$ cat config.mk
export PLATFORM = sky130hd
export DESIGN_NAME = vga_sync_monitor
export DESIGN_NICKNAME = d
export VERILOG_FILES = /design/src/rtl/vga_pkg.sv /design/src/rtl/vga_edge_detect.sv /design/src/rtl/vga_sync_monitor.sv
export SDC_FILE = /design/constraint.sdc
export NUM_CORES = 1
export LEC_CHECK = 0
export BUFFER_PORTS_ARGS = -buffer_cell sky130_fd_sc_hd__buf_2
export CORE_ASPECT_RATIO = 0.75
export CORE_MARGIN = 2
export CORE_UTILIZATION = 40
export CTS_CLUSTER_SIZE = 14
export DETAILED_ROUTE_END_ITERATION = 8
export PLACE_DENSITY = 0.66
export SKIP_LAST_GASP = 1
export SLEW_MARGIN = 10
export SYNTH_ARGS = -nofsm -noshare
export SYNTH_HDL_FRONTEND = slang
export SYNTH_SLANG_ARGS = --single-unit
$ cat constraint.sdc
create_clock -name i_Clk -period 2.8 [get_ports i_Clk]
set_input_delay 0.28 -clock i_Clk [delete_from_list [all_inputs] [get_ports i_Clk]]
set_output_delay 0.28 -clock i_Clk [all_outputs]
set_load 0.01 [all_outputs]
$ cat src/rtl/vga_pkg.sv
// ----------------------------------------------------------------------------
// vga_pkg
// Shared definitions for the VGA sync monitor: the bit positions of the
// per-frame error flags and the monitor FSM state encoding.
// No ports (package only).
// ----------------------------------------------------------------------------
package vga_pkg;

    // Bit positions inside the 4-bit frame error vector
    localparam int ERR_HACTIVE = 0;
    localparam int ERR_HTOTAL  = 1;
    localparam int ERR_VACTIVE = 2;
    localparam int ERR_VTOTAL  = 3;

    // Monitor FSM states
    typedef enum logic [1:0] {
        ST_SEEK   = 2'd0,
        ST_ACTIVE = 2'd1,
        ST_BLANK  = 2'd2
    } state_t;

endpackage

$ cat src/rtl/vga_edge_detect.sv
// ----------------------------------------------------------------------------
// vga_edge_detect
// Registers one sync input and produces single-cycle rise and fall pulses.
// The pulses compare the live input against its one-cycle-old copy, so they
// are asserted in the same cycle the new level is first seen.
// Ports:
//   i_Clk   - pixel clock
//   i_Rst_L - asynchronous active-low reset
//   i_Sync  - sync input to watch
//   o_Rise  - high for the cycle in which i_Sync is first seen high
//   o_Fall  - high for the cycle in which i_Sync is first seen low
// ----------------------------------------------------------------------------
module vga_edge_detect (
    input  logic i_Clk,
    input  logic i_Rst_L,
    input  logic i_Sync,
    output logic o_Rise,
    output logic o_Fall
);

    logic r_Sync;

    // Previous-cycle copy of the sync input
    always_ff @(posedge i_Clk or negedge i_Rst_L) begin
        if (!i_Rst_L) begin
            r_Sync <= 1'b0;
        end else begin
            r_Sync <= i_Sync;
        end
    end

    assign o_Rise = i_Sync & ~r_Sync;
    assign o_Fall = ~i_Sync & r_Sync;

endmodule

$ cat src/rtl/vga_sync_monitor.sv
// ----------------------------------------------------------------------------
// vga_sync_monitor
// Watches the HSync/VSync/RGB stream from the test-pattern stage, checks
// line and frame geometry, computes a 16-bit rotate-xor checksum over every
// frame's active pixels and issues one report per frame plus a lock flag.
// Ports:
//   i_Clk, i_Rst_L            - pixel clock, asynchronous active-low reset
//   i_HSync, i_VSync          - syncs, high during active columns / rows
//   i_Red/Grn/Blu_Video       - colour channels, sampled with the syncs
//   o_Frame_Valid             - one-cycle pulse when a report is presented
//   o_Frame_CRC, o_Frame_Err  - checksum and error flags of reported frame
//   o_Frame_Count             - number of reports issued (wraps)
//   o_Locked                  - LOCK_FRAMES consecutive clean reports seen
// ----------------------------------------------------------------------------
module vga_sync_monitor
    import vga_pkg::*;
#(
    parameter int VIDEO_WIDTH = 3,
    parameter int TOTAL_COLS  = 800,
    parameter int TOTAL_ROWS  = 525,
    parameter int ACTIVE_COLS = 640,
    parameter int ACTIVE_ROWS = 480,
    parameter int LOCK_FRAMES = 2
) (
    input  logic                   i_Clk,
    input  logic                   i_Rst_L,
    input  logic                   i_HSync,
    input  logic                   i_VSync,
    input  logic [VIDEO_WIDTH-1:0] i_Red_Video,
    input  logic [VIDEO_WIDTH-1:0] i_Grn_Video,
    input  logic [VIDEO_WIDTH-1:0] i_Blu_Video,
    output logic                   o_Frame_Valid,
    output logic [15:0]            o_Frame_CRC,
    output logic [3:0]             o_Frame_Err,
    output logic [15:0]            o_Frame_Count,
    output logic                   o_Locked
);

    // Counters get one spare state beyond their saturation value
    localparam int COL_MAX = 2 * TOTAL_COLS;
    localparam int ROW_MAX = 2 * TOTAL_ROWS;
    localparam int WD_MAX  = 2 * TOTAL_COLS * TOTAL_ROWS;
    localparam int COL_W   = $clog2(COL_MAX + 1);
    localparam int ROW_W   = $clog2(ROW_MAX + 1);
    localparam int WD_W    = $clog2(WD_MAX + 1);
    localparam int GOOD_W  = $clog2(LOCK_FRAMES + 1);

    localparam logic [COL_W-1:0]  COL_SAT    = COL_W'(COL_MAX);
    localparam logic [COL_W-1:0]  ACT_COLS_C = COL_W'(ACTIVE_COLS);
    localparam logic [COL_W-1:0]  TOT_COLS_C = COL_W'(TOTAL_COLS);
    localparam logic [ROW_W-1:0]  ROW_SAT    = ROW_W'(ROW_MAX);
    localparam logic [ROW_W-1:0]  ACT_ROWS_C = ROW_W'(ACTIVE_ROWS);
    localparam logic [ROW_W-1:0]  TOT_ROWS_C = ROW_W'(TOTAL_ROWS);
    localparam logic [WD_W-1:0]   WD_SAT     = WD_W'(WD_MAX);
    localparam logic [GOOD_W-1:0] GOOD_SAT   = GOOD_W'(LOCK_FRAMES);

    state_t             state, state_next;
    logic               h_rise, h_fall, v_rise, v_fall;
    logic               pix_active, in_frame;
    logic [15:0]        pix_word, crc, crc_next;
    logic [COL_W-1:0]   col_cnt;
    logic [ROW_W-1:0]   line_cnt, act_lines;
    logic [WD_W-1:0]    wd_cnt;
    logic [GOOD_W-1:0]  good_cnt;
    logic [3:0]         err_acc, err_now, report_err;
    logic               skip_h, start_frame, report, timeout;

    vga_edge_detect u_hsync_edge (
        .i_Clk   (i_Clk),
        .i_Rst_L (i_Rst_L),
        .i_Sync  (i_HSync),
        .o_Rise  (h_rise),
        .o_Fall  (h_fall)
    );

    vga_edge_detect u_vsync_edge (
        .i_Clk   (i_Clk),
        .i_Rst_L (i_Rst_L),
        .i_Sync  (i_VSync),
        .o_Rise  (v_rise),
        .o_Fall  (v_fall)
    );

    assign pix_active = i_HSync & i_VSync;
    assign in_frame   = (state != ST_SEEK);
    assign pix_word   = 16'({i_Red_Video, i_Grn_Video, i_Blu_Video});
    assign crc_next   = {crc[14:0], crc[15]} ^ pix_word;
    assign o_Locked   = (good_cnt == GOOD_SAT);

    // State register
    always_ff @(posedge i_Clk or negedge i_Rst_L) begin
        if (!i_Rst_L) begin
            state <= ST_SEEK;
        end else begin
            state <= state_next;
        end
    end

    // Next state plus the frame start / report / timeout strobes.
    // A V-rise while still in ST_ACTIVE means VSync dropped and came back
    // between samples, so it closes the frame exactly like one in ST_BLANK.
    // The watchdog overrides everything and abandons the frame silently.
    always_comb begin
        state_next  = state;
        start_frame = 1'b0;
        report      = 1'b0;
        timeout     = 1'b0;
        case (state)
            ST_SEEK: begin
                if (v_rise) begin
                    start_frame = 1'b1;
                    state_next  = ST_ACTIVE;
                end
            end
            ST_ACTIVE: begin
                if (v_rise) begin
                    report      = 1'b1;
                    start_frame = 1'b1;
                end else if (v_fall) begin
                    state_next = ST_BLANK;
                end
            end
            ST_BLANK: begin
                if (v_rise) begin
                    report      = 1'b1;
                    start_frame = 1'b1;
                    state_next  = ST_ACTIVE;
                end
            end
            default: state_next = ST_SEEK;
        endcase
        if (in_frame && (wd_cnt == WD_SAT)) begin
            timeout     = 1'b1;
            report      = 1'b0;
            start_frame = 1'b0;
            state_next  = ST_SEEK;
        end
    end

    // Errors detected this cycle. The column count at an H-rise measures the
    // line that just ended, so a H-rise coincident with the closing V-rise
    // still belongs to the frame being reported.
    always_comb begin
        err_now              = '0;
        err_now[ERR_HACTIVE] = in_frame & h_fall & (col_cnt != ACT_COLS_C);
        err_now[ERR_HTOTAL]  = in_frame & h_rise & ~skip_h & (col_cnt != TOT_COLS_C);
        err_now[ERR_VACTIVE] = (state == ST_ACTIVE) & v_fall & (act_lines != ACT_ROWS_C);
        report_err             = err_acc | err_now;
        report_err[ERR_VTOTAL] = line_cnt != TOT_ROWS_C;
    end

    // Datapath: column/line counters, checksum, error accumulation, watchdog,
    // lock counter and report outputs. skip_h covers a frame acquired without
    // a coincident H-rise, where the first measured line length is garbage.
    always_ff @(posedge i_Clk or negedge i_Rst_L) begin
        if (!i_Rst_L) begin
            col_cnt       <= '0;
            line_cnt      <= '0;
            act_lines     <= '0;
            crc           <= '0;
            err_acc       <= '0;
            wd_cnt        <= '0;
            good_cnt      <= '0;
            skip_h        <= 1'b0;
            o_Frame_Valid <= 1'b0;
            o_Frame_CRC   <= '0;
            o_Frame_Err   <= '0;
            o_Frame_Count <= '0;
        end else begin
            o_Frame_Valid <= report;

            if (h_rise) begin
                col_cnt <= COL_W'(1);
            end else if (col_cnt != COL_SAT) begin
                col_cnt <= col_cnt + COL_W'(1);
            end

            if (h_rise) begin
                skip_h <= 1'b0;
            end
            if (start_frame && (state == ST_SEEK)) begin
                skip_h <= ~h_rise;
            end

            if (timeout) begin
                wd_cnt   <= '0;
                good_cnt <= '0;
            end else if (start_frame) begin
                crc       <= pix_active ? pix_word : 16'h0000;
                line_cnt  <= h_rise ? ROW_W'(1) : '0;
                act_lines <= h_rise ? ROW_W'(1) : '0;
                err_acc   <= '0;
                wd_cnt    <= '0;
            end else if (in_frame) begin
                if (pix_active) begin
                    crc <= crc_next;
                end
                if (h_rise && (line_cnt != ROW_SAT)) begin
                    line_cnt <= line_cnt + ROW_W'(1);
                end
                if (h_rise && i_VSync && (act_lines != ROW_SAT)) begin
                    act_lines <= act_lines + ROW_W'(1);
                end
                err_acc <= err_acc | err_now;
                if (wd_cnt != WD_SAT) begin
                    wd_cnt <= wd_cnt + WD_W'(1);
                end
            end

            if (report) begin
                o_Frame_CRC   <= crc;
                o_Frame_Err   <= report_err;
                o_Frame_Count <= o_Frame_Count + 16'd1;
                if (report_err == 4'd0) begin
                    if (good_cnt != GOOD_SAT) begin
                        good_cnt <= good_cnt + GOOD_W'(1);
                    end
                end else begin
                    good_cnt <= '0;
                end
            end
        end
    end

endmodule

Word level (Yosys, flattened, before mapping)
Index checks and enable logic that the tools add are counted.
{"block": "classes", "n_shift": 0, "n_mul": 0, "div": 0, "n_eq_ne": 16, "addsub": 6, "muxes": 36, "n_reduce_logical": 25, "order_cmp": 0, "n_bitwise": 21}
{"operator": "2-to-1 mux 11 bit", "n": 8}
{"operator": "2-to-1 mux 20 bit", "n": 4}
{"operator": "2-to-1 mux 16 bit", "n": 3}
{"operator": "adder 11 x 1 -> 11 bit, second input constant", "n": 3}
{"operator": "!= test 11 x 10 -> 1 bit, second input constant", "n": 3}
{"operator": "!= test 11 bit, second input constant", "n": 3}
{"operator": "adder 20 x 1 -> 20 bit, second input constant", "n": 1}
{"operator": "equality test 20 bit, second input constant", "n": 1}
{"operator": "!= test 20 bit, second input constant", "n": 1}
{"operator": "adder 16 x 1 -> 16 bit, second input constant", "n": 1}
{"operator": "2-to-1 mux 2 bit", "n": 8}
{"operator": "bitwise XOR 16 x 9 -> 16 bit", "n": 1}
{"operator": "nonzero test 2 bit", "n": 7}
{"operator": "AND 1 bit", "n": 12}
{"operator": "AND reduction 3 bit", "n": 4}
{"operator": "!= test 11 x 9 -> 1 bit, second input constant", "n": 1}
{"operator": "2-to-1 mux 1 bit", "n": 9}
{"operator": "2-to-1 mux 9 bit", "n": 1}
{"operator": "2-to-1 mux 4 bit", "n": 2}
{"operator": "inverter 1 bit", "n": 7}
{"operator": "!= test 3 bit, second input constant", "n": 2}
{"operator": "nonzero test 3 bit", "n": 2}
{"operator": "logical AND 1 bit", "n": 5}
{"operator": "equality test 2 bit, second input constant", "n": 2}
{"operator": "other kinds (11)", "n": 13}
{"block": "word_totals", "rom_bits": 0, "mem_count": 0, "inputBits": 13, "mem_bits_rw": 0, "regBits": 117, "latch_bits": 0}

Logic depth before layout (Yosys ltp)
{"block": "logic_depth", "word_depth": 9, "depth_mapped": 9}

By module
From an unflattened synthesis, not the netlist that was laid out.
{"block": "unflattened", "cells_unflattened": 615, "area_unflattened_um2": 6129.6}
{"module": "vga_sync_monitor", "cells_per_inst": 609, "area_per_inst_um2": 6049.6, "n_inst": 1}
{"module": "vga_edge_detect", "cells_per_inst": 3, "area_per_inst_um2": 40.0, "n_inst": 2}

Worst setup path before layout
Ideal clock, no wire load.
{"block": "synth_path", "kind": "register to register", "startpoint": "reg state[0]", "endpoint": "reg line_cnt[0]", "period_less_slack_ns": 2.212, "required_time_ns": 2.676, "path_slack_ns": 0.588, "n_path_buf": 1, "stages_incl_launch_ff": 9, "arrival_ns": 2.088, "cell_sequence": "dfrtp_1 inv_1 ha_1 nor4bb_1 nand3_1 o221ai_2 clkbuf_1 nor3_1 a211o_1"}
{"block": "synth_via", "elab_chain_cells": 6, "word_cells_on_any_way": 14}
{"item": "start: declaration", "line_no": "vga_sync_monitor.sv:57", "text": "state_t state, state_next;"}
{"item": "start signal: assignment", "line_no": "vga_sync_monitor.sv:95", "text": "state <= state_next;"}
{"item": "equality test 2 x 1 -> 1 bit (tied with other cells)", "line_no": "vga_sync_monitor.sv:108", "text": "case (state)"}
{"item": "OR reduction 3 bit (no line)"}
{"item": "2-to-1 mux 1 bit"}
{"item": "2-to-1 mux 1 bit", "line_no": "vga_sync_monitor.sv:132", "text": "if (in_frame && (wd_cnt == WD_SAT)) begin"}
{"item": "nonzero test 2 bit (no line)"}
{"item": "AND reduction 3 bit (no line)"}
{"item": "end signal: assignment", "line_no": "vga_sync_monitor.sv:190", "text": "line_cnt <= h_rise ? ROW_W'(1) : '0;"}
{"item": "end signal: assignment", "line_no": "vga_sync_monitor.sv:199", "text": "line_cnt <= line_cnt + ROW_W'(1);"}
{"item": "end: declaration", "line_no": "vga_sync_monitor.sv:62", "text": "logic [ROW_W-1:0] line_cnt, act_lines;"}
Several ways; a longest one is shown, not always the timed one.
A chain may end at the register's enable or synchronous reset.

Final worst setup path
{"block": "layout_path", "startpoint": "reg state[0]", "endpoint": "reg good_cnt[1]"}
{"block": "layout_via", "elab_chain_cells": 8, "word_cells_on_any_way": 21}
{"item": "nonzero test 2 bit", "line_no": "vga_sync_monitor.sv:85", "text": "assign in_frame = (state != ST_SEEK);"}
{"item": "AND 1 bit (3 in series)", "line_no": "vga_sync_monitor.sv:146", "text": "err_now[ERR_HTOTAL] = in_frame & h_rise & ~skip_h & (col_cnt != TOT_COLS_C);"}
{"item": "OR 4 x 3 -> 4 bit"}
{"item": "zero test 4 bit", "line_no": "vga_sync_monitor.sv:214", "text": "if (report_err == 4'd0) begin"}
{"item": "2-to-1 mux 2 bit", "line_no": "vga_sync_monitor.sv:214"}
{"item": "2-to-1 mux 2 bit (*)", "line_no": "vga_sync_monitor.sv:210", "text": "if (report) begin"}
{"item": "end signal: assignment", "line_no": "vga_sync_monitor.sv:216", "text": "good_cnt <= good_cnt + GOOD_W'(1);"}
{"item": "end: declaration", "line_no": "vga_sync_monitor.sv:64", "text": "logic [GOOD_W-1:0] good_cnt;"}
Mark *: on every way between the ends. The rest lies on a longest branch, timed or not.

==> impl_metrics.yaml <==
clock_network:
  cts_buffers: 17
  path_clk_slew_ns: 0.06
  htreeDepth: 4
  clkLatencyLatePin_ns: 0.42
  cts_tree: "built"
  clkSinkCount: 116
  root_buffer: "clkbuf_16"
  clock_path_buffers: 2
  post_cts_buffers: 0
sta:
  holdWs_ns: 0.0636
  rsz0062_at_grt: "false"
  timing.final.ws_setup_ns: 0.176
  worst_pin_slew_ns: 0.815
  period_share: 0.937
  finalHoldViolCount: 0
  setup_viol: 0
  fmax_ghz: 0.381
  fin_crit_ns: 2.62
  finalClockSkew_ns: 0.00945
  max_slew_margin: 0.456
  slew_violations: 0
  tns_ns: 0
synthesis:
  synth_cell_types: 53
  synth_common_cells: "dfrtp_1, nand2_1, nor2_1"
  ys_ff_latch: 116
  synth-seq-area-share: 0.499
  synth-edff-count: 0
  synth_flop_cell: "dfrtp_1"
  synthesis.nets: 642
  ys_warn_count: 0
  postSynth.asyncResetShare: 1.00
  avgSynthCellArea_um2: 9.50
  yosysMostFrequentCell: "dfrtp_1"
  synth_top_area_frac: 0.499
  synthCells: 613
  netlist_area_um2: 5820
  yosys-top-cells-area: "dfrtp_1, nand2_1, xnor2_1"
  yosys.area.top_type: "dfrtp_1"
drt:
  vias: 4845
  drtAntennaViolNets: 0
  wl_um: 13400
  post_drt_wl_per_cell_um: 15.1
  drt-pass1-iter-count: 4
  drc_errors: 0
  drtIter0Drc: 333
  viasPerCell: 5.47
layout:
  diodes: 0
  final_cell_area_um2: 6970
  fillCellCount: 1347
  nets: 701
  area_delta_synth_final_pct: 19.7
  layout-drive-gt1-share: 0.155
die:
  start_util: 0.405
  fp.coreArea_um2: 14400
  placementRows: 38
  dieArea_um2: 15500
  die_h_um: 108
  die_w_um: 143
  io_pins: 51
power:
  vdd_ir_drop_max_mv: 0.473
  powerDensity_nw_per_um2: 831
  p_leak_nw: 3.17
setup_path:
  path_cells: "inv_1 > ha_1 > buf_4 > or4b_2 > a41oi_1 > nor4_1 > o2111ai_1 > o31ai_1"
  cpPeakStageDelay_ns: 0.68
  startpoint_type: "flop"
  cp-end-kind: "flop"
  path_buf_inv: 2
  worst_path_max_delay_cell: "or4b_2"
  arrival_ns: 2.91
  cp_data_required_time_ns: 3.09
  path_max_fanout: 11
  crit_family: "simple AND/OR/NAND/NOR gates"
  crit_type: "flop to flop"
grt:
  grt_pass1_vias: 4469
  track_usage: 0.182
  antenna_found_initial: 0
  grt_pass1_wl_um: 22200
  overflow: 0
  grt_max_degree: 54
run_status:
  status: "completed"
place:
  post-dp-hpwl_um: 9080
  port_buffers: 50
  dpl-instance-area_um2: 6340
  pre_cts_slack_ns: 0.105
  place.gp.congestion: 0.836
min_path:
  hold_path.class: "input port to flop"
flow_run:
  cap_violations: 0
state kept, by name, indices dropped and copies added, names as in the netlist:
signal	cells
wd_cnt	20
crc	16
o_Frame_CRC	16
o_Frame_Count	16
act_lines	11
col_cnt	11
line_cnt	11
o_Frame_Err	4
err_acc	3
good_cnt	2
state	2
o_Frame_Valid	1
skip_h	1
u_hsync_edge.r_Sync	1
u_vsync_edge.r_Sync	1
cells in the final DEF, fill, tap and decap left out, types with 9 or more instances in the layout:
master     count
a21oi_1       30
and3_1        10
buf_2         49
buf_4         12
clkbuf_16     17
dfrtp_1      116
ha_1          16
inv_1         30
nand2_1       80
nand3_1       26
nand4_1       29
nor2_1        55
nor3_1         9
o2111ai_1      9
o21ai_0       33
or3_1         17
xnor2_1       26
xor2_1        15
routing by layer:
layer | vias to the layer above | routed length, um | share of wire | global-route usage
met4 | 0 | 220 | 0.016 | 0.0763
met5 | - | 0 | 0 | 0
li1 | 2313 | - | - | -
met3 | 19 | 607 | 0.045 | 0.0434
met1 | 2390 | 6660 | 0.50 | 0.258
met2 | 123 | 5880 | 0.44 | 0.266
area by class of cell:
| class | instances | area [um2] | area share |
|---|---|---|---|
| sequential | 116 | 2900 | 0.417 |
| multi-input combinational | 443 | 2730 | 0.391 |
| clock buffer | 21 | 460 | 0.0661 |
| timing repair buffer | 64 | 385 | 0.0553 |
| tap | 200 | 250 | 0.0359 |
| clock inverter | 11 | 129 | 0.0185 |
| inverter | 30 | 113 | 0.0162 |
per-stage QoR:
| step | util | total power [mW] | cells |
|---|---|---|---|
| 2_1_floorplan | - | 3.14 | 613 |
| 3_3_place_gp | 0.442 | 3.60 | 852 |
| 3_5_place_dp | 0.442 | 3.65 | 852 |
| 4_1_cts | 0.484 | 5.83 | 885 |
| 5_1_grt | 0.485 | 6.15 | 885 |
| 6_report | 0.485 | 5.79 | 885 |
logic make-up after synthesis:
kind of cell             Yosys count  synth area share
AO/OA/AOI/OAI                    105             0.115
adder cells (fa/ha/maj)           16            0.0344
AND/OR/NAND/NOR                  278             0.246
XOR/XNOR                          41            0.0617
multiplexers                       3           0.00537
flip-flops                       116             0.499
buffers and inverters             54            0.0383
what timing repair did:
item | 4_1_cts | 5_1_grt
hold buffers | 1 | 0
resized for setup | 0 | 3
setup endpoints to repair | 0 | 36
endpoints found under the hold margin | 51 | 0
power by group:
group / internal (mW) / switching (mW) / total, mW
sequential: 2.02 / 0.330 / 2.35
clock: 1.36 / 0.790 / 2.15
combinational: 0.521 / 0.771 / 1.29
total: 3.90 / 1.89 / 5.79
final timing paths:
path                                          startpoint                       endpoint  slack [ns]  depth (start not counted)
max                                 state[0]$_DFFE_PN0P_          good_cnt[1]$_DFF_PN0_        0.18                          8
min                                              i_HSync  u_hsync_edge.r_Sync$_DFF_PN0_        0.06                          1
max reg2reg                         state[0]$_DFFE_PN0P_          good_cnt[1]$_DFF_PN0_        0.18                          8
min reg2reg                o_Frame_Count[15]$_DFFE_PN0P_  o_Frame_Count[15]$_DFFE_PN0P_        0.46                          1
max in group asynchronous                        i_Rst_L         wd_cnt[10]$_DFFE_PN0P_        1.63                          3
min in group asynchronous                        i_Rst_L     o_Frame_CRC[1]$_DFFE_PN0P_        0.45                          2
(Power assumes the default switching activity.)
